[src/rtl/io_ring_seq_pkg.sv]
// Shared types and sizing helpers for the IO ring power sequencer.
package io_ring_seq_pkg;

    typedef enum logic [2:0] {
        ST_OFF      = 3'd0,
        ST_WAIT_SUP = 3'd1,
        ST_RAMP_UP  = 3'd2,
        ST_SETTLE   = 3'd3,
        ST_ON       = 3'd4,
        ST_RAMP_DN  = 3'd5,
        ST_FAULT    = 3'd6
    } state_t;

    localparam int DEF_N_GROUPS       = 4;
    localparam int DEF_STAGGER_CYC    = 16;
    localparam int DEF_ISO_SETTLE_CYC = 8;
    localparam int DEF_SUPPLY_TO_CYC  = 1024;

    // One spare bit above the largest interval so the counter never wraps.
    function automatic int cnt_width(input int a, input int b, input int c);
        int m;
        m = a;
        if (b > m) m = b;
        if (c > m) m = c;
        return $clog2(m) + 1;
    endfunction

    function automatic int idx_width(input int n);
        return (n > 1) ? $clog2(n) : 1;
    endfunction

endpackage

[src/rtl/io_ring_pwr_seq_if.sv]
// Control/status bundle between the always-on controller and the IO ring sequencer.
interface io_ring_pwr_seq_if
    import io_ring_seq_pkg::*;
#(
    parameter int N_GROUPS = DEF_N_GROUPS
);

    // No valid/ready handshake: pwr_up_req is a level (1 = keep ring up),
    // supply flags are asynchronous levels, fault_clr is a one-cycle pulse;
    // every status output is a registered level.
    logic                pwr_up_req;
    logic                vddio_good_a;
    logic                vdd_good_a;
    logic                fault_clr;
    logic [N_GROUPS-1:0] grp_en_o;
    logic                iso_en_o;
    logic                ring_ready_o;
    logic                fault_o;
    logic [2:0]          state_o;

    modport master (
        output pwr_up_req, vddio_good_a, vdd_good_a, fault_clr,
        input  grp_en_o, iso_en_o, ring_ready_o, fault_o, state_o
    );

    modport slave (
        input  pwr_up_req, vddio_good_a, vdd_good_a, fault_clr,
        output grp_en_o, iso_en_o, ring_ready_o, fault_o, state_o
    );

endinterface

[src/rtl/io_sync2.sv]
// Two-flop synchronizer for a single asynchronous level, resets to 0.
module io_sync2 (
    input  logic clk,
    input  logic rst_n,
    input  logic d_i,
    output logic q_o
);

    logic meta_q;
    logic sync_q;

    always_ff @(posedge clk or negedge rst_n) begin
        if (!rst_n) begin
            meta_q <= 1'b0;
            sync_q <= 1'b0;
        end else begin
            meta_q <= d_i;
            sync_q <= meta_q;
        end
    end

    assign q_o = sync_q;

endmodule

[src/rtl/io_ring_pwr_seq.sv]
// IO pad ring sequencer: staggered group enables after supplies are good,
// isolation released last, staggered or immediate (fault) shutdown.
module io_ring_pwr_seq
    import io_ring_seq_pkg::*;
#(
    parameter int N_GROUPS       = DEF_N_GROUPS,
    parameter int STAGGER_CYC    = DEF_STAGGER_CYC,
    parameter int ISO_SETTLE_CYC = DEF_ISO_SETTLE_CYC,
    parameter int SUPPLY_TO_CYC  = DEF_SUPPLY_TO_CYC
) (
    input  logic             clk,
    input  logic             rst_n,
    io_ring_pwr_seq_if.slave bus
);

    localparam int CW = cnt_width(STAGGER_CYC, ISO_SETTLE_CYC, SUPPLY_TO_CYC);
    localparam int GW = idx_width(N_GROUPS);

    localparam logic [CW-1:0] STG_END = CW'(STAGGER_CYC - 1);
    // Group enables land one cycle after the index update, so SETTLE absorbs
    // that cycle to keep STAGGER_CYC + ISO_SETTLE_CYC from the last enable.
    localparam logic [CW-1:0] SET_END = CW'(ISO_SETTLE_CYC);
    localparam logic [CW-1:0] TO_END  = CW'(SUPPLY_TO_CYC - 1);
    localparam logic [GW-1:0] G_LAST  = GW'(N_GROUPS - 1);

    logic vddio_ok;
    logic vdd_ok;
    logic sup_ok;

    io_sync2 u_sync_vddio (.clk(clk), .rst_n(rst_n), .d_i(bus.vddio_good_a), .q_o(vddio_ok));
    io_sync2 u_sync_vdd   (.clk(clk), .rst_n(rst_n), .d_i(bus.vdd_good_a),   .q_o(vdd_ok));

    assign sup_ok = vddio_ok & vdd_ok;

    state_t              state_q, state_d;
    logic [CW-1:0]       cnt_q, cnt_d;
    logic [GW-1:0]       g_q, g_d;
    logic [N_GROUPS-1:0] grp_en_q, grp_en_d;
    logic                iso_q, iso_d;
    logic                rdy_q, rdy_d;
    logic                flt_q, flt_d;

    logic [GW-1:0] hi_idx;
    logic          any_en;
    logic          powered;
    logic          can_abort;

    always_comb begin
        hi_idx = '0;
        for (int i = 0; i < N_GROUPS; i++) begin
            if (grp_en_q[i]) hi_idx = GW'(i);
        end
    end

    assign any_en    = |grp_en_q;
    assign powered   = (state_q == ST_RAMP_UP) || (state_q == ST_SETTLE) ||
                       (state_q == ST_ON)      || (state_q == ST_RAMP_DN);
    assign can_abort = (state_q == ST_RAMP_UP) || (state_q == ST_SETTLE) ||
                       (state_q == ST_ON);

    always_ff @(posedge clk or negedge rst_n) begin
        if (!rst_n) begin
            state_q  <= ST_OFF;
            cnt_q    <= '0;
            g_q      <= '0;
            grp_en_q <= '0;
            iso_q    <= 1'b1;
            rdy_q    <= 1'b0;
            flt_q    <= 1'b0;
        end else begin
            state_q  <= state_d;
            cnt_q    <= cnt_d;
            g_q      <= g_d;
            grp_en_q <= grp_en_d;
            iso_q    <= iso_d;
            rdy_q    <= rdy_d;
            flt_q    <= flt_d;
        end
    end

    always_comb begin
        state_d  = state_q;
        cnt_d    = cnt_q;
        g_d      = g_q;
        grp_en_d = grp_en_q;
        iso_d    = iso_q;
        rdy_d    = rdy_q;
        flt_d    = flt_q;

        unique case (state_q)
            ST_OFF: begin
                grp_en_d = '0;
                iso_d    = 1'b1;
                rdy_d    = 1'b0;
                if (bus.pwr_up_req) begin
                    state_d = ST_WAIT_SUP;
                    cnt_d   = '0;
                end
            end
            ST_WAIT_SUP: begin
                if (sup_ok) begin
                    state_d = ST_RAMP_UP;
                    g_d     = '0;
                    cnt_d   = '0;
                end else if (cnt_q == TO_END) begin
                    state_d = ST_FAULT;
                    flt_d   = 1'b1;
                end else if (!bus.pwr_up_req) begin
                    state_d = ST_OFF;
                end else begin
                    cnt_d = cnt_q + CW'(1);
                end
            end
            ST_RAMP_UP: begin
                grp_en_d[g_q] = 1'b1;
                if (cnt_q == STG_END) begin
                    cnt_d = '0;
                    if (g_q == G_LAST) state_d = ST_SETTLE;
                    else               g_d     = g_q + GW'(1);
                end else begin
                    cnt_d = cnt_q + CW'(1);
                end
            end
            ST_SETTLE: begin
                if (cnt_q == SET_END) begin
                    state_d = ST_ON;
                    iso_d   = 1'b0;
                    rdy_d   = 1'b1;
                end else begin
                    cnt_d = cnt_q + CW'(1);
                end
            end
            ST_ON: begin
            end
            ST_RAMP_DN: begin
                if (cnt_q == STG_END) begin
                    cnt_d = '0;
                    if (g_q == '0) begin
                        state_d = ST_OFF;
                    end else begin
                        g_d                   = g_q - GW'(1);
                        grp_en_d[g_q - GW'(1)] = 1'b0;
                    end
                end else begin
                    cnt_d = cnt_q + CW'(1);
                end
            end
            ST_FAULT: begin
                grp_en_d = '0;
                iso_d    = 1'b1;
                rdy_d    = 1'b0;
                if (bus.fault_clr && !bus.pwr_up_req) begin
                    state_d = ST_OFF;
                    flt_d   = 1'b0;
                end
            end
            default: begin
                state_d  = ST_FAULT;
                grp_en_d = '0;
                iso_d    = 1'b1;
                rdy_d    = 1'b0;
                flt_d    = 1'b1;
            end
        endcase

        // Supply loss outranks a request drop arriving in the same cycle.
        if (powered && !sup_ok) begin
            state_d  = ST_FAULT;
            grp_en_d = '0;
            iso_d    = 1'b1;
            rdy_d    = 1'b0;
            flt_d    = 1'b1;
            cnt_d    = '0;
        end else if (can_abort && !bus.pwr_up_req) begin
            iso_d = 1'b1;
            rdy_d = 1'b0;
            cnt_d = '0;
            if (any_en) begin
                state_d          = ST_RAMP_DN;
                g_d              = hi_idx;
                grp_en_d         = grp_en_q;
                grp_en_d[hi_idx] = 1'b0;
            end else begin
                state_d  = ST_OFF;
                grp_en_d = '0;
            end
        end
    end

    assign bus.grp_en_o     = grp_en_q;
    assign bus.iso_en_o     = iso_q;
    assign bus.ring_ready_o = rdy_q;
    assign bus.fault_o      = flt_q;
    assign bus.state_o      = state_q;

endmodule

[src/flat_wrapper.sv]
// flat-port wrapper written by rule: the top's interface ports become plain ports
module io_ring_pwr_seq_flat import io_ring_seq_pkg::*;
#(
    parameter int N_GROUPS       = DEF_N_GROUPS,
    parameter int STAGGER_CYC    = DEF_STAGGER_CYC,
    parameter int ISO_SETTLE_CYC = DEF_ISO_SETTLE_CYC,
    parameter int SUPPLY_TO_CYC  = DEF_SUPPLY_TO_CYC
)
  (clk, rst_n, bus_pwr_up_req, bus_vddio_good_a, bus_vdd_good_a, bus_fault_clr, bus_grp_en_o, bus_iso_en_o, bus_ring_ready_o, bus_fault_o, bus_state_o);
  io_ring_pwr_seq_if #(.N_GROUPS(N_GROUPS)) bus_i ();
  input  logic clk;
  input  logic rst_n;
  input wire logic [$bits(bus_i.pwr_up_req)-1:0] bus_pwr_up_req;
  input wire logic [$bits(bus_i.vddio_good_a)-1:0] bus_vddio_good_a;
  input wire logic [$bits(bus_i.vdd_good_a)-1:0] bus_vdd_good_a;
  input wire logic [$bits(bus_i.fault_clr)-1:0] bus_fault_clr;
  output wire logic [$bits(bus_i.grp_en_o)-1:0] bus_grp_en_o;
  output wire logic [$bits(bus_i.iso_en_o)-1:0] bus_iso_en_o;
  output wire logic [$bits(bus_i.ring_ready_o)-1:0] bus_ring_ready_o;
  output wire logic [$bits(bus_i.fault_o)-1:0] bus_fault_o;
  output wire logic [$bits(bus_i.state_o)-1:0] bus_state_o;
  assign bus_i.pwr_up_req = bus_pwr_up_req;
  assign bus_i.vddio_good_a = bus_vddio_good_a;
  assign bus_i.vdd_good_a = bus_vdd_good_a;
  assign bus_i.fault_clr = bus_fault_clr;
  assign bus_grp_en_o = bus_i.grp_en_o;
  assign bus_iso_en_o = bus_i.iso_en_o;
  assign bus_ring_ready_o = bus_i.ring_ready_o;
  assign bus_fault_o = bus_i.fault_o;
  assign bus_state_o = bus_i.state_o;
  io_ring_pwr_seq #(.N_GROUPS(N_GROUPS), .STAGGER_CYC(STAGGER_CYC), .ISO_SETTLE_CYC(ISO_SETTLE_CYC), .SUPPLY_TO_CYC(SUPPLY_TO_CYC)) u_core (.clk(clk), .rst_n(rst_n), .bus(bus_i));
endmodule
[config.mk]
export PLATFORM = sky130hd
export DESIGN_NAME = io_ring_pwr_seq_flat
export DESIGN_NICKNAME = d
export VERILOG_FILES = /design/src/rtl/io_ring_seq_pkg.sv /design/src/rtl/io_ring_pwr_seq_if.sv /design/src/rtl/io_sync2.sv /design/src/rtl/io_ring_pwr_seq.sv /design/src/flat_wrapper.sv
export SDC_FILE = /design/constraint.sdc
export NUM_CORES = 1
export LEC_CHECK = 0
export CAP_MARGIN = 30
export CORE_ASPECT_RATIO = 1.4
export CORE_MARGIN = 3
export CORE_UTILIZATION = 55
export DETAILED_ROUTE_END_ITERATION = 10
export PLACE_DENSITY = 0.82
export SYNTH_ARGS = -nofsm -noshare
export SYNTH_HDL_FRONTEND = slang
export SYNTH_SLANG_ARGS = --single-unit
[constraint.sdc]
create_clock -name clk -period 4.4 [get_ports clk]
set_input_delay 0.88 -clock clk [delete_from_list [all_inputs] [get_ports clk]]
set_output_delay 0.88 -clock clk [all_outputs]
set_load 0.01 [all_outputs]
==> run metrics <==
outcome=finished clean; Setup violations, final=0; switch share=0.453; H-tree Lvls=1; Yosys reg bits=27; Worst R2R Path Depth=6; Setup crit start=bus_pwr_up_req; worst slew pin tran=0.778 ns; flop-to-flop setup slack=1.84 ns; clock root buffer=clkbuf_8; part of the power in registers=0.379; CTS tree=yes; area post-placement=2010 um2; row cnt=24; die area=4180 um2; Setup CP Type=primary input to flop; Die H=75.4 um; Overall Global Routing Usage=0.226; Core Box Area=3210 um2; period utilization=0.650; mapped cell area=1890 um2; EDFF count, synth=0; placed cells=269; total CTS buffers=3; Async S/R FF share, synth=1.00; fillers=284; Comb power frac=0.488; Hold Violations, Final=0; Max IR drop VDD=0.000282 V; Longest Clk Path Bufs=2; fin cells=273; postcts setup bufs=0; first-pass GRT wire length=7.57 mm; PortBufs=15; DIE WIDTH=55.5 um; type of the worst min-delay path=flop to flop; critical path arrival=3.01 ns; Setup crit start kind=primary input; register area share after synthesis=0.358; initial cell density of the core=0.588; max frequency=350 MHz; hold slack=0.357 ns; Worst Skew=0.00443 ns; post_cts resized=0; Worst setup EP type=flop; CTS sink cnt=27; Final Max Tran Viols=0; CP max FO=14; pwr/cell area=531 nW/um2; worst r2r src=u_core.cnt_q[4]; Synth Area per Inst=8.32 um2; CP Capture Point=u_core.cnt_q[2]; DRT iter0 DRCs=74; max_slew headroom=0.482; # hold bufs at CTS=0; vias in the first global route=1665; fin crit period=2.86 ns; Clock power frac=0.133; leak pwr=0.870 nW; ANT nets after route=0; nets@finish=243; reg-to-reg endpoint=u_core.cnt_q[10]; worst path required time=4.55 ns; synthesis warning total=0; diode count=0; Synth-to-Final Area Change=9.07%; largest net degree at the start of global routing=28; Post-Route WL=4.45 mm; RSZ-0062 raised after global routing=false; NetSw=0.000496 W; Ports=16; clock insertion delay at the later pin of the skew report=0.27 ns; DR vias=1773; # DRC=0; Final Instance Area=2060 um2; routability cong.=0.936; routed vias/inst=6.49; GR Overflow Total=0; Cells after Synth=227; P_int=0.000599 W; share of layout cells above drive strength 1=0.128; Post-DP HPWL=3.20 mm; WL per Instance=16.3 um; Max-Cap Viols=0; Synth cell types=58; Setup TNS=0 ns; Top FF cell, synth=dfrtp_1; Pre-antenna DRT Iters=4; clock slew at reported path FFs=0.10 ns; Worst Min Path Start=u_core.u_sync_vdd.meta_q; initial antenna violation count=0; Mapped Nets=235
==> stage by stage <==
step	power, W	util	worst slack [ns]
final	0.00109	0.641	1.54
after global routing	0.00118	0.641	1.42
after CTS	0.00109	0.641	1.55
after detailed placement	0.000945	0.627	1.26
after global placement	0.000939	0.627	1.42
after floorplan	0.000810	-	2.04
==> worst max-delay path: stages <==
cell and delay [ns]:
clkdlybuf4s50_1 0.72, and3_1 0.27, nand3_1 0.16, nand2_1 0.12, or3_4 0.20, or2b_2 0.34, o311ai_0 0.33
==> area by class of cell <==
type / count / area (um2) / area share
Multi-Input combinational cell: 178 / 1100 / 0.532
Inverter: 9 / 33.8 / 0.0164
Clock buffer: 3 / 41.3 / 0.0200
Clock inverter: 1 / 5.00 / 0.00243
Tap cell: 39 / 48.8 / 0.0237
Sequential cell: 27 / 677 / 0.328
Timing Repair Buffer: 16 / 158 / 0.0765
==> worst min-delay path by stage <==
stage,to,slack (ns),depth (start not counted)
5_1_grt,u_core.u_sync_vdd.q_o,0.37,0
4_1_cts,u_core.u_sync_vdd.q_o,0.36,0
6_report,u_core.u_sync_vdd.q_o,0.36,0
2_1_floorplan,u_core.u_sync_vdd.q_o,0.33,0
3_5_place_dp,u_core.u_sync_vdd.q_o,0.34,0
3_3_place_gp,u_core.u_sync_vdd.q_o,0.33,0
==> cells in the mapped netlist (all sizes together) (3+ instances only) <==
master  number  area share
nand3       14       0.044
nor3         3       0.017
a21oi       17       0.045
and3         3      0.0099
or3          4       0.017
inv          8       0.016
nand2       25       0.050
o211ai       3       0.012
clkbuf       8       0.021
or2b         3       0.014
buf          5       0.022
o22ai        6       0.020
a21o         9       0.036
nor2        26       0.052
nor2b        4       0.017
dfrtp       26        0.34
nand2b       4       0.013
nor4         3      0.0099
o21ai       12       0.032
a31oi        5       0.017
a22o         6       0.032
==> cell families (layout without fill, tap and decap cells) <==
logic type	Yosys count	after routing	synth area share
compound gates	74	74	0.266
simple gates	100	100	0.290
fa+ha+maj	2	2	0.0132
buf+inv	22	29	0.0609
mux	2	2	0.0113
flops	27	27	0.358
==> layer usage <==
metal	global-route usage	share of wire
met1	0.258	0.40
met2	0.412	0.51
met5	0	0
met4	0.130	0.046
met3	0.0271	0.042
==> power by group through the flow <==
stage | logic (W) | registers, W | clock network, W
after floorplan | 0.000470 | 0.000340 | 0
after global placement | 0.000523 | 0.000417 | 0
after detailed placement | 0.000528 | 0.000417 | 0
after CTS | 0.000532 | 0.000411 | 0.000147
after global routing | 0.000594 | 0.000426 | 0.000157
final | 0.000534 | 0.000415 | 0.000145
==> registers in the layout, indices dropped and copies added (netlist names) <==
register and cells:
u_core.bus.fault_o 1, u_core.bus.grp_en_o 4, u_core.bus.iso_en_o 1, u_core.bus.ring_ready_o 1, u_core.bus.state_o 3, u_core.cnt_q 11
u_core.g_q 2, u_core.u_sync_vdd.meta_q 1, u_core.u_sync_vdd.q_o 1, u_core.u_sync_vddio.meta_q 1, u_core.u_sync_vddio.q_o 1
==> cells in the final DEF (no fill, tap or decap), types with 5 or more instances in the layout <==
cell | Yosys | routed
a22o_2 | 6 | 6
o21ai_0 | 12 | 12
inv_1 | 8 | 8
dfrtp_1 | 26 | 26
nor2_1 | 26 | 26
a31oi_1 | 5 | 5
a21oi_1 | 17 | 17
o22ai_1 | 6 | 6
clkdlybuf4s50_1 | 0 | 15
nand2_1 | 25 | 25
a21o_1 | 9 | 9
nand3_1 | 13 | 13
Note: power is estimated with default switching activity, not from simulation.
